## src/rtl/hazard_forward_ctrl_pkg.sv

```systemverilog
// Shared CPU constants: mux-control encodings and hazard-unit payload types.
package hazard_forward_ctrl_pkg;

  localparam int unsigned REG_W = 5;
  localparam int unsigned CNT_W = 16;

  typedef logic [REG_W-1:0] reg_idx_t;

  typedef enum logic [1:0] {
    FWD_REG   = 2'd0,
    FWD_EXMEM = 2'd1,
    FWD_MEMWB = 2'd2
  } fwd_sel_e;

  typedef enum logic [1:0] {
    REGDST_RT = 2'd0,
    REGDST_RD = 2'd1,
    REGDST_RA = 2'd2
  } reg_dst_e;

  typedef enum logic {
    ALUSRC_REG = 1'b0,
    ALUSRC_IMM = 1'b1
  } alu_src_e;

  typedef enum logic [1:0] {
    PCSRC_SEQ    = 2'd0,
    PCSRC_BRANCH = 2'd1,
    PCSRC_JUMP   = 2'd2,
    PCSRC_JR     = 2'd3
  } pc_src_e;

  typedef struct packed {
    logic     valid;
    reg_idx_t rs;
    reg_idx_t rt;
    logic     uses_rs;
    logic     uses_rt;
    reg_idx_t dest;
    logic     reg_write;
    logic     mem_read;
    logic     jr;
    logic     branch_taken;
    logic     jump;
  } id_req_t;

  typedef struct packed {
    reg_idx_t dest;
    reg_idx_t rs;
    reg_idx_t rt;
    logic     uses_rs;
    logic     uses_rt;
    logic     reg_write;
    logic     mem_read;
  } ex_stage_t;

  typedef struct packed {
    reg_idx_t dest;
    logic     reg_write;
  } wr_stage_t;

  typedef struct packed {
    ex_stage_t ex;
    wr_stage_t mem;
    wr_stage_t wb;
  } shadow_t;

  // Nearer producer wins when both later stages match.
  function automatic fwd_sel_e fwd_pick(logic near_hit, logic far_hit);
    if (near_hit) return FWD_EXMEM;
    if (far_hit)  return FWD_MEMWB;
    return FWD_REG;
  endfunction

endpackage

```

## src/rtl/hazard_forward_ctrl_if.sv

```systemverilog
// ID-stage request and hazard/forwarding response bundle between pipeline and hazard unit.
interface hazard_forward_ctrl_if;
  import hazard_forward_ctrl_pkg::*;

  id_req_t              id;
  fwd_sel_e             fwd_a;
  fwd_sel_e             fwd_b;
  logic                 stall_sel;
  logic                 pc_write;
  logic                 ifid_write;
  logic                 ifid_flush;
  logic [CNT_W-1:0]     stall_count;
  shadow_t              shadow;

  modport master (
    output id,
    input  fwd_a, fwd_b, stall_sel, pc_write, ifid_write, ifid_flush, stall_count, shadow
  );

  modport slave (
    input  id,
    output fwd_a, fwd_b, stall_sel, pc_write, ifid_write, ifid_flush, stall_count, shadow
  );
endinterface

```

## src/rtl/hazard_forward_ctrl_src_compare.sv

```systemverilog
// Qualified destination/source match: producer writes, consumer reads, and register 0 never matches.
module hazard_src_compare
  import hazard_forward_ctrl_pkg::*;
(
  input  reg_idx_t dest_i,
  input  reg_idx_t src_i,
  input  logic     wen_i,
  input  logic     uses_i,
  output logic     match_o
);

  assign match_o = wen_i & uses_i & (dest_i != '0) & (dest_i == src_i);

endmodule

```

## src/rtl/hazard_forward_ctrl.sv

```systemverilog
// Hazard detection and forwarding control for a 5-stage MIPS pipeline, tracking EX/MEM/WB
// destinations in shadow registers so the forward selects are registered a cycle early.
module hazard_forward_ctrl
  import hazard_forward_ctrl_pkg::*;
(
  input  logic                 clk,
  input  logic                 rst,
  hazard_forward_ctrl_if.slave hz
);

  ex_stage_t        ex_q, ex_d;
  wr_stage_t        mem_q, wb_q;
  fwd_sel_e         fwd_a_q, fwd_a_d, fwd_b_q, fwd_b_d;
  logic [CNT_W-1:0] cnt_q, cnt_d;

  logic a_ex, a_mem, b_ex, b_mem, lu_rs, lu_rt, jr_ex, jr_mem;
  logic stall;

  hazard_src_compare u_a_ex  (.dest_i(ex_q.dest),  .src_i(hz.id.rs), .wen_i(ex_q.reg_write),
                              .uses_i(hz.id.uses_rs), .match_o(a_ex));
  hazard_src_compare u_a_mem (.dest_i(mem_q.dest), .src_i(hz.id.rs), .wen_i(mem_q.reg_write),
                              .uses_i(hz.id.uses_rs), .match_o(a_mem));
  hazard_src_compare u_b_ex  (.dest_i(ex_q.dest),  .src_i(hz.id.rt), .wen_i(ex_q.reg_write),
                              .uses_i(hz.id.uses_rt), .match_o(b_ex));
  hazard_src_compare u_b_mem (.dest_i(mem_q.dest), .src_i(hz.id.rt), .wen_i(mem_q.reg_write),
                              .uses_i(hz.id.uses_rt), .match_o(b_mem));

  // Load-use: the load's data is not ready until it leaves MEM.
  hazard_src_compare u_lu_rs (.dest_i(ex_q.dest), .src_i(hz.id.rs), .wen_i(ex_q.mem_read),
                              .uses_i(hz.id.valid & hz.id.uses_rs), .match_o(lu_rs));
  hazard_src_compare u_lu_rt (.dest_i(ex_q.dest), .src_i(hz.id.rt), .wen_i(ex_q.mem_read),
                              .uses_i(hz.id.valid & hz.id.uses_rt), .match_o(lu_rt));

  // jr reads rs in ID, so it waits for any in-flight producer to reach WB.
  hazard_src_compare u_jr_ex  (.dest_i(ex_q.dest),  .src_i(hz.id.rs), .wen_i(ex_q.reg_write),
                               .uses_i(hz.id.valid & hz.id.jr), .match_o(jr_ex));
  hazard_src_compare u_jr_mem (.dest_i(mem_q.dest), .src_i(hz.id.rs), .wen_i(mem_q.reg_write),
                               .uses_i(hz.id.valid & hz.id.jr), .match_o(jr_mem));

  assign stall = lu_rs | lu_rt | jr_ex | jr_mem;

  always_comb begin
    ex_d    = '0;
    fwd_a_d = FWD_REG;
    fwd_b_d = FWD_REG;
    cnt_d   = cnt_q;
    if (!stall) begin
      fwd_a_d = fwd_pick(a_ex, a_mem);
      fwd_b_d = fwd_pick(b_ex, b_mem);
      if (hz.id.valid) begin
        ex_d.dest      = hz.id.dest;
        ex_d.rs        = hz.id.rs;
        ex_d.rt        = hz.id.rt;
        ex_d.uses_rs   = hz.id.uses_rs;
        ex_d.uses_rt   = hz.id.uses_rt;
        ex_d.reg_write = hz.id.reg_write;
        ex_d.mem_read  = hz.id.mem_read;
      end
    end else if (cnt_q != '1) begin
      cnt_d = cnt_q + CNT_W'(1);
    end
  end

  always_ff @(posedge clk) begin
    if (rst) begin
      ex_q    <= '0;
      mem_q   <= '0;
      wb_q    <= '0;
      fwd_a_q <= FWD_REG;
      fwd_b_q <= FWD_REG;
      cnt_q   <= '0;
    end else begin
      ex_q    <= ex_d;
      mem_q   <= '{dest: ex_q.dest, reg_write: ex_q.reg_write};
      wb_q    <= mem_q;
      fwd_a_q <= fwd_a_d;
      fwd_b_q <= fwd_b_d;
      cnt_q   <= cnt_d;
    end
  end

  assign hz.fwd_a       = fwd_a_q;
  assign hz.fwd_b       = fwd_b_q;
  assign hz.stall_count = cnt_q;
  assign hz.stall_sel   = stall;
  assign hz.pc_write    = ~stall;
  assign hz.ifid_write  = ~stall;
  assign hz.ifid_flush  = ~stall & (hz.id.branch_taken | hz.id.jump | hz.id.jr);
  assign hz.shadow      = '{ex: ex_q, mem: mem_q, wb: wb_q};

endmodule

```

## src/flat_wrapper.sv

```systemverilog
// flat-port wrapper written by rule: the top's interface ports become plain ports
module hazard_forward_ctrl_flat import hazard_forward_ctrl_pkg::*;
  (clk, rst, hz_id, hz_fwd_a, hz_fwd_b, hz_stall_sel, hz_pc_write, hz_ifid_write, hz_ifid_flush, hz_stall_count, hz_shadow);
  hazard_forward_ctrl_if hz_i ();
  input  logic clk;
  input  logic rst;
  input wire logic [$bits(hz_i.id)-1:0] hz_id;
  output wire logic [$bits(hz_i.fwd_a)-1:0] hz_fwd_a;
  output wire logic [$bits(hz_i.fwd_b)-1:0] hz_fwd_b;
  output wire logic [$bits(hz_i.stall_sel)-1:0] hz_stall_sel;
  output wire logic [$bits(hz_i.pc_write)-1:0] hz_pc_write;
  output wire logic [$bits(hz_i.ifid_write)-1:0] hz_ifid_write;
  output wire logic [$bits(hz_i.ifid_flush)-1:0] hz_ifid_flush;
  output wire logic [$bits(hz_i.stall_count)-1:0] hz_stall_count;
  output wire logic [$bits(hz_i.shadow)-1:0] hz_shadow;
  assign hz_i.id = hz_id;
  assign hz_fwd_a = hz_i.fwd_a;
  assign hz_fwd_b = hz_i.fwd_b;
  assign hz_stall_sel = hz_i.stall_sel;
  assign hz_pc_write = hz_i.pc_write;
  assign hz_ifid_write = hz_i.ifid_write;
  assign hz_ifid_flush = hz_i.ifid_flush;
  assign hz_stall_count = hz_i.stall_count;
  assign hz_shadow = hz_i.shadow;
  hazard_forward_ctrl u_core (.clk(clk), .rst(rst), .hz(hz_i));
endmodule
```

## config.mk

```make
export PLATFORM = sky130hd
export DESIGN_NAME = hazard_forward_ctrl_flat
export DESIGN_NICKNAME = d
export VERILOG_FILES = /design/src/rtl/hazard_forward_ctrl_pkg.sv /design/src/rtl/hazard_forward_ctrl_if.sv /design/src/rtl/hazard_forward_ctrl_src_compare.sv /design/src/rtl/hazard_forward_ctrl.sv /design/src/flat_wrapper.sv
export SDC_FILE = /design/constraint.sdc
export NUM_CORES = 1
export LEC_CHECK = 0
export CORE_UTILIZATION = 40
export CTS_BUF_LIST = sky130_fd_sc_hd__clkbuf_8 sky130_fd_sc_hd__clkbuf_16
export DETAILED_ROUTE_END_ITERATION = 10
export GPL_ROUTABILITY_DRIVEN = 0
export MAX_ROUTING_LAYER = met4
export PLACE_DENSITY = 0.83
export SLEW_MARGIN = 30
export SYNTH_ARGS = -nofsm -noshare
export SYNTH_HDL_FRONTEND = slang
export SYNTH_SLANG_ARGS = --single-unit
```

## constraint.sdc

```tcl
create_clock -name clk -period 6.4 [get_ports clk]
set_input_delay 1.28 -clock clk [delete_from_list [all_inputs] [get_ports clk]]
set_output_delay 1.28 -clock clk [all_outputs]
set_load 0.03 [all_outputs]
```

# Yosys cells after proc, flatten, opt, wreduce, memory -nomap -nowiden
# Cells that the tools add are included.
[word_totals] register_bits=51 inputBits=25 out_inout_bits=55 word_cells=78
[op_classes] addsub=1 eq_ne=5 mux=18 bitwise=35 n_reduce_logical=5
[ops] cell="AND 1 bit" count=28
[ops] cell="== test 5 bit" count=4
[ops] cell="adder 16 x 1 -> 16 bit, second input constant" count=1
[ops] cell="two-way mux 2 bit" count=8
[ops] cell="!= test 16 bit, second input constant" count=1
[ops] cell="two-way mux 1 bit" count=10
[ops] cell="nonzero test 5 bit" count=2
[ops] cell="bitwise OR 1 bit" count=5
[ops] cell="OR reduction 3 bit" count=1
[ops] cell="inverter 1 bit" count=2
[ops] cell="AND reduction 2 bit" count=1
[ops] cell="OR reduction 2 bit" count=1

# Logic depth before layout (Yosys ltp)
[logic_depth] word_depth=12 mapped_depth=8 mapped_depth_nobuf=7

# Modules after synthesis
# A second synthesis with hierarchy kept.
[unflattened] cells_unflattened=262 area_unflattened_um2=2463.6
[modules_own_cells] mod="hazard_forward_ctrl" instances=1 cells_each=182 area_each_um2=1853.0 seq_area_each_um2=1021.0
[modules_own_cells] mod="hazard_src_compare" instances=8 cells_each=10 area_each_um2=76.3 seq_area_each_um2=0.0

# Least setup slack after synthesis
# Ideal clock, no wire load.
[synth_timing] path_kind="input to output" start="input hz_id[18]" end="output hz_pc_write" arrival_time_ns=2.792 path_slack_ns=2.328 cell_stages=7 path_cell_list="xnor2_1 > nand2_1 > or4_1 > o211a_4 > buf_6 > buf_2 > buf_4"
[synth_via] elab_chain_cells=6
[synth_lines] item="start, declared" line="flat_wrapper.sv:7" text="input wire logic [$bits(hz_i.id)-1:0] hz_id;"
[synth_lines] item="== test 5 bit" line="hazard_forward_ctrl_src_compare.sv:12" text="assign match_o = wen_i & uses_i & (dest_i != '0) & (dest_i == src_i);"
[synth_lines] item="AND 1 bit" line="hazard_forward_ctrl_src_compare.sv:12"
[synth_lines] item="bitwise OR 1 bit (2 in series)" line="hazard_forward_ctrl.sv:40" text="assign stall = lu_rs | lu_rt | jr_ex | jr_mem;"
[synth_lines] item="bitwise OR 1 bit *" line="hazard_forward_ctrl.sv:40"
[synth_lines] item="inverter 1 bit *"
[synth_lines] item="end, declared" line="flat_wrapper.sv:11" text="output wire logic [$bits(hz_i.pc_write)-1:0] hz_pc_write;"
# Mark *: on every way between the ends. The rest lies on a longest branch, timed or not.

# Final worst setup path
[layout_timing] start="input hz_id[18]" end="output hz_ifid_flush"
[layout_via] elab_chain_cells=7
[layout_lines] item="== test 5 bit" line="hazard_forward_ctrl_src_compare.sv:12"
[layout_lines] item="AND 1 bit" line="hazard_forward_ctrl_src_compare.sv:12"
[layout_lines] item="bitwise OR 1 bit (2 in series)" line="hazard_forward_ctrl.sv:40"
[layout_lines] item="bitwise OR 1 bit *" line="hazard_forward_ctrl.sv:40"
[layout_lines] item="inverter 1 bit *" line="hazard_forward_ctrl.sv:88" text="assign hz.ifid_flush = ~stall & (hz.id.branch_taken | hz.id.jump | hz.id.jr);"
[layout_lines] item="AND 1 bit *" line="hazard_forward_ctrl.sv:88"
[layout_lines] item="end, declared" line="flat_wrapper.sv:13" text="output wire logic [$bits(hz_i.ifid_flush)-1:0] hz_ifid_flush;"
# Marks and branches as above.

==> run metrics <==
status=finished clean; layout cell share with drive strength beyond 1=5.648%; largest net degree at the start of global routing=35; DR iter-0 viols=slightly above 100; post-layout min period=5.014 ns; most common cell in the netlist=dfxtp_1; Top delay family on crit path=buffers and inverters; CTS Buf Count=5; vias in the first global route=around 1.7k; Root Buffer=clkbuf_8; Post-synth EDFFs=0; Antenna diodes=0; Core Area=0.005172 mm²; Final Hold Viols=0; worst rel slew slack=43.15%; Pleak=between 1 and 1.5 nW; Critical-path top delay cell=clkdlybuf4s50_1; Synth Cell Area=~0.0022 mm²; first-pass GRT wire length=around 8100 µm; Max VDD drop=76.90 µV; hpwl dp=about 3700 µm; worst path cell trace=clkdlybuf4s50_1, xnor2_1, nand2_1, or4_1, o211a_4, inv_2, nor2_1, clkdlybuf4s50_1; Worst Setup End Kind=primary output; I/O pins=80; max-capacitance violation count=0; row count=26; number of I/O port buffers=a little under 80; final setup fails=0; top post-synthesis cells by count=51 x dfxtp_1, 20 x and2_1, 17 x nor2b_1; die footprint=0.005729 mm²; Power Total=0.6229 mW; syn_nets=251; Max Root-Sink Buffers=2; CP max FO=29; Crit path buffers/inverters=3; Via density=approximately 5.1; Crit path arrival time=roughly 3.7 ns; Mapped Avg Cell Area=9.654 µm²; vias=between 1.5k and 2k; Detailed Route WL=5144 µm; power density over cell area=200.9 mW/mm²; largest area contributor in the netlist=dfxtp_1; # clock sinks=between 50 and 60; setup bufs post-CTS=0; initial antenna violation count=0; H-tree level count=2; sequential area share after synthesis=47.00%; routed len/inst=about 14 µm; f_max=~0.2 GHz; initial cell density of the core=between 40% and 50%; fin nets=around 330; CP most frequent cell=clkdlybuf4s50_1; Worst Skew=between 0.003 and 0.004 ns; Post-synth top flop=dfxtp_1; critical path's largest stage delay=0.61 ns; FFs w/ async S/R, synth=0%; post-synth top area share=approximately 47%; grt total ovfl=0; Die Y=75.69 µm; remaining antenna violation count=0; worst-margin pin slew=around 0.85 ns; yosys warns=0; CTS Hold Buffers Added=0; Setup CP Type=primary input to primary output; period utilization=78.34%; Setup TNS=0 ns; Chip Width=roughly 76 µm; Slew Limit Fails=0; Clock Latency Late Sink=~0.30 ns; Mapped Cells=about 230; CTS tree=yes; Synth Register Bits=51; # resized after CTS=0; clock-pin slew of the registers on the worst-case setup and hold paths=roughly 0.090 ns; area grow syn2layout=42.74%; post-route DRC violation count=0; post-synthesis cell type count=38; crit start category=primary input; RSZ-0062 raised after global routing=false; fillers=roughly 450; Worst Path Required=around 5.1 ns; Hold WC Path Type=flip-flop to flip-flop; DRT Pass-1 Iters=4; top cells by area, synth=dfxtp_1 47%, xnor2_1 6.0%, and2_1 5.8%, nor2b_1 4.9%, or4_1 4.1%; aggregate global-route resource usage=between 10% and 20%
## final cells by class
type                       count  area (µm²)  share of cell area [%]
tap                           70       87.58                   2.825
timing repair buffer          80       798.3                   25.75
sequential                    51        1021                   32.93
inverter                       3       11.26                  0.3632
clock buffer                   5       68.82                   2.220
clock inverter                 3       43.79                   1.412
multi-input combinational    159        1070                   34.50
## per-layer routing
layer | vias up | global-route usage, % | share of wire, %
met4 | 0 | 9.053 | 2.6
met1 | 869 | 24.67 | 46
met3 | 13 | 3.042 | 3.4
met5 | - | - | 0
li1 | 935 | - | -
met2 | 57 | 30.65 | 48
## path summary, 6_finish.rpt
path	startpoint	end	slack [ns]	depth (start not counted)
worst min-delay path	u_core.hz.stall_count[10]$_SDFFE_PP0P_	u_core.hz.stall_count[10]$_SDFFE_PP0P_	0.50	2
worst max-delay path	hz_id[18]	hz_ifid_flush	1.39	8
worst max register to register	u_core.hz.shadow[8]$_SDFF_PP0_	u_core.hz.stall_count[3]$_SDFFE_PP0P_	4.00	6
worst min register to register	u_core.hz.stall_count[10]$_SDFFE_PP0P_	u_core.hz.stall_count[10]$_SDFFE_PP0P_	0.50	2
## cell families after synthesis
logic type      share of synthesized area, %
xor+xnor                               8.065
simple gates                           29.21
fa+ha+maj                             0.5759
buf+inv                                3.744
compound gates                         9.332
flops                                  47.00
mux                                    2.074
## layout by cell type (no fill, tap or decap), types with 3 or more instances in the layout
cell type,count
clkdlybuf4s50_1,79
dfxtp_1,51
and2_1,20
nor2b_1,17
xnor2_1,15
nand2_1,12
or4_1,12
a21oi_1,12
nand3_1,9
nor2_1,9
o31ai_1,8
nor3_1,6
xor2_1,5
clkbuf_8,5
and3_1,4
or3_1,3
o21ai_0,3
nor4_1,3
## flip-flops by register name (all words and copies together) (netlist names)
name                   flops
u_core.hz.fwd_b            2
u_core.hz.stall_count     16
u_core.hz.fwd_a            2
u_core.hz.shadow          31
## tightest hold or removal path, cell delays in order, from the launching register on
cell	delay, ns
dfxtp_1	0.33
o31ai_1	0.07
a21oi_1	0.06
## per-stage QoR
step           utilization (%)  cells  setup WS, ns  instance area, µm²  hold WS [ns]
2_1_floorplan                -    225         2.328                2172        0.4592
3_3_place_gp             57.76    363         1.429                2988        0.4863
3_5_place_dp             57.76    363         1.388                2988        0.4951
4_1_cts                  59.94    371         1.392                3100        0.5084
5_1_grt                  59.94    371         1.237                3100        0.5311
6_report                 59.94    371         1.386                3100        0.5009
## report_power, final
| group | switching [mW] | internal [mW] | total, mW |
|---|---|---|---|
| clock | 0.107 | 0.116 | 0.224 |
| sequential | 0.00531 | 0.324 | 0.329 |
| combinational | 0.0344 | 0.0358 | 0.0702 |
No activity file was read; power rests on OpenSTA's default activity.
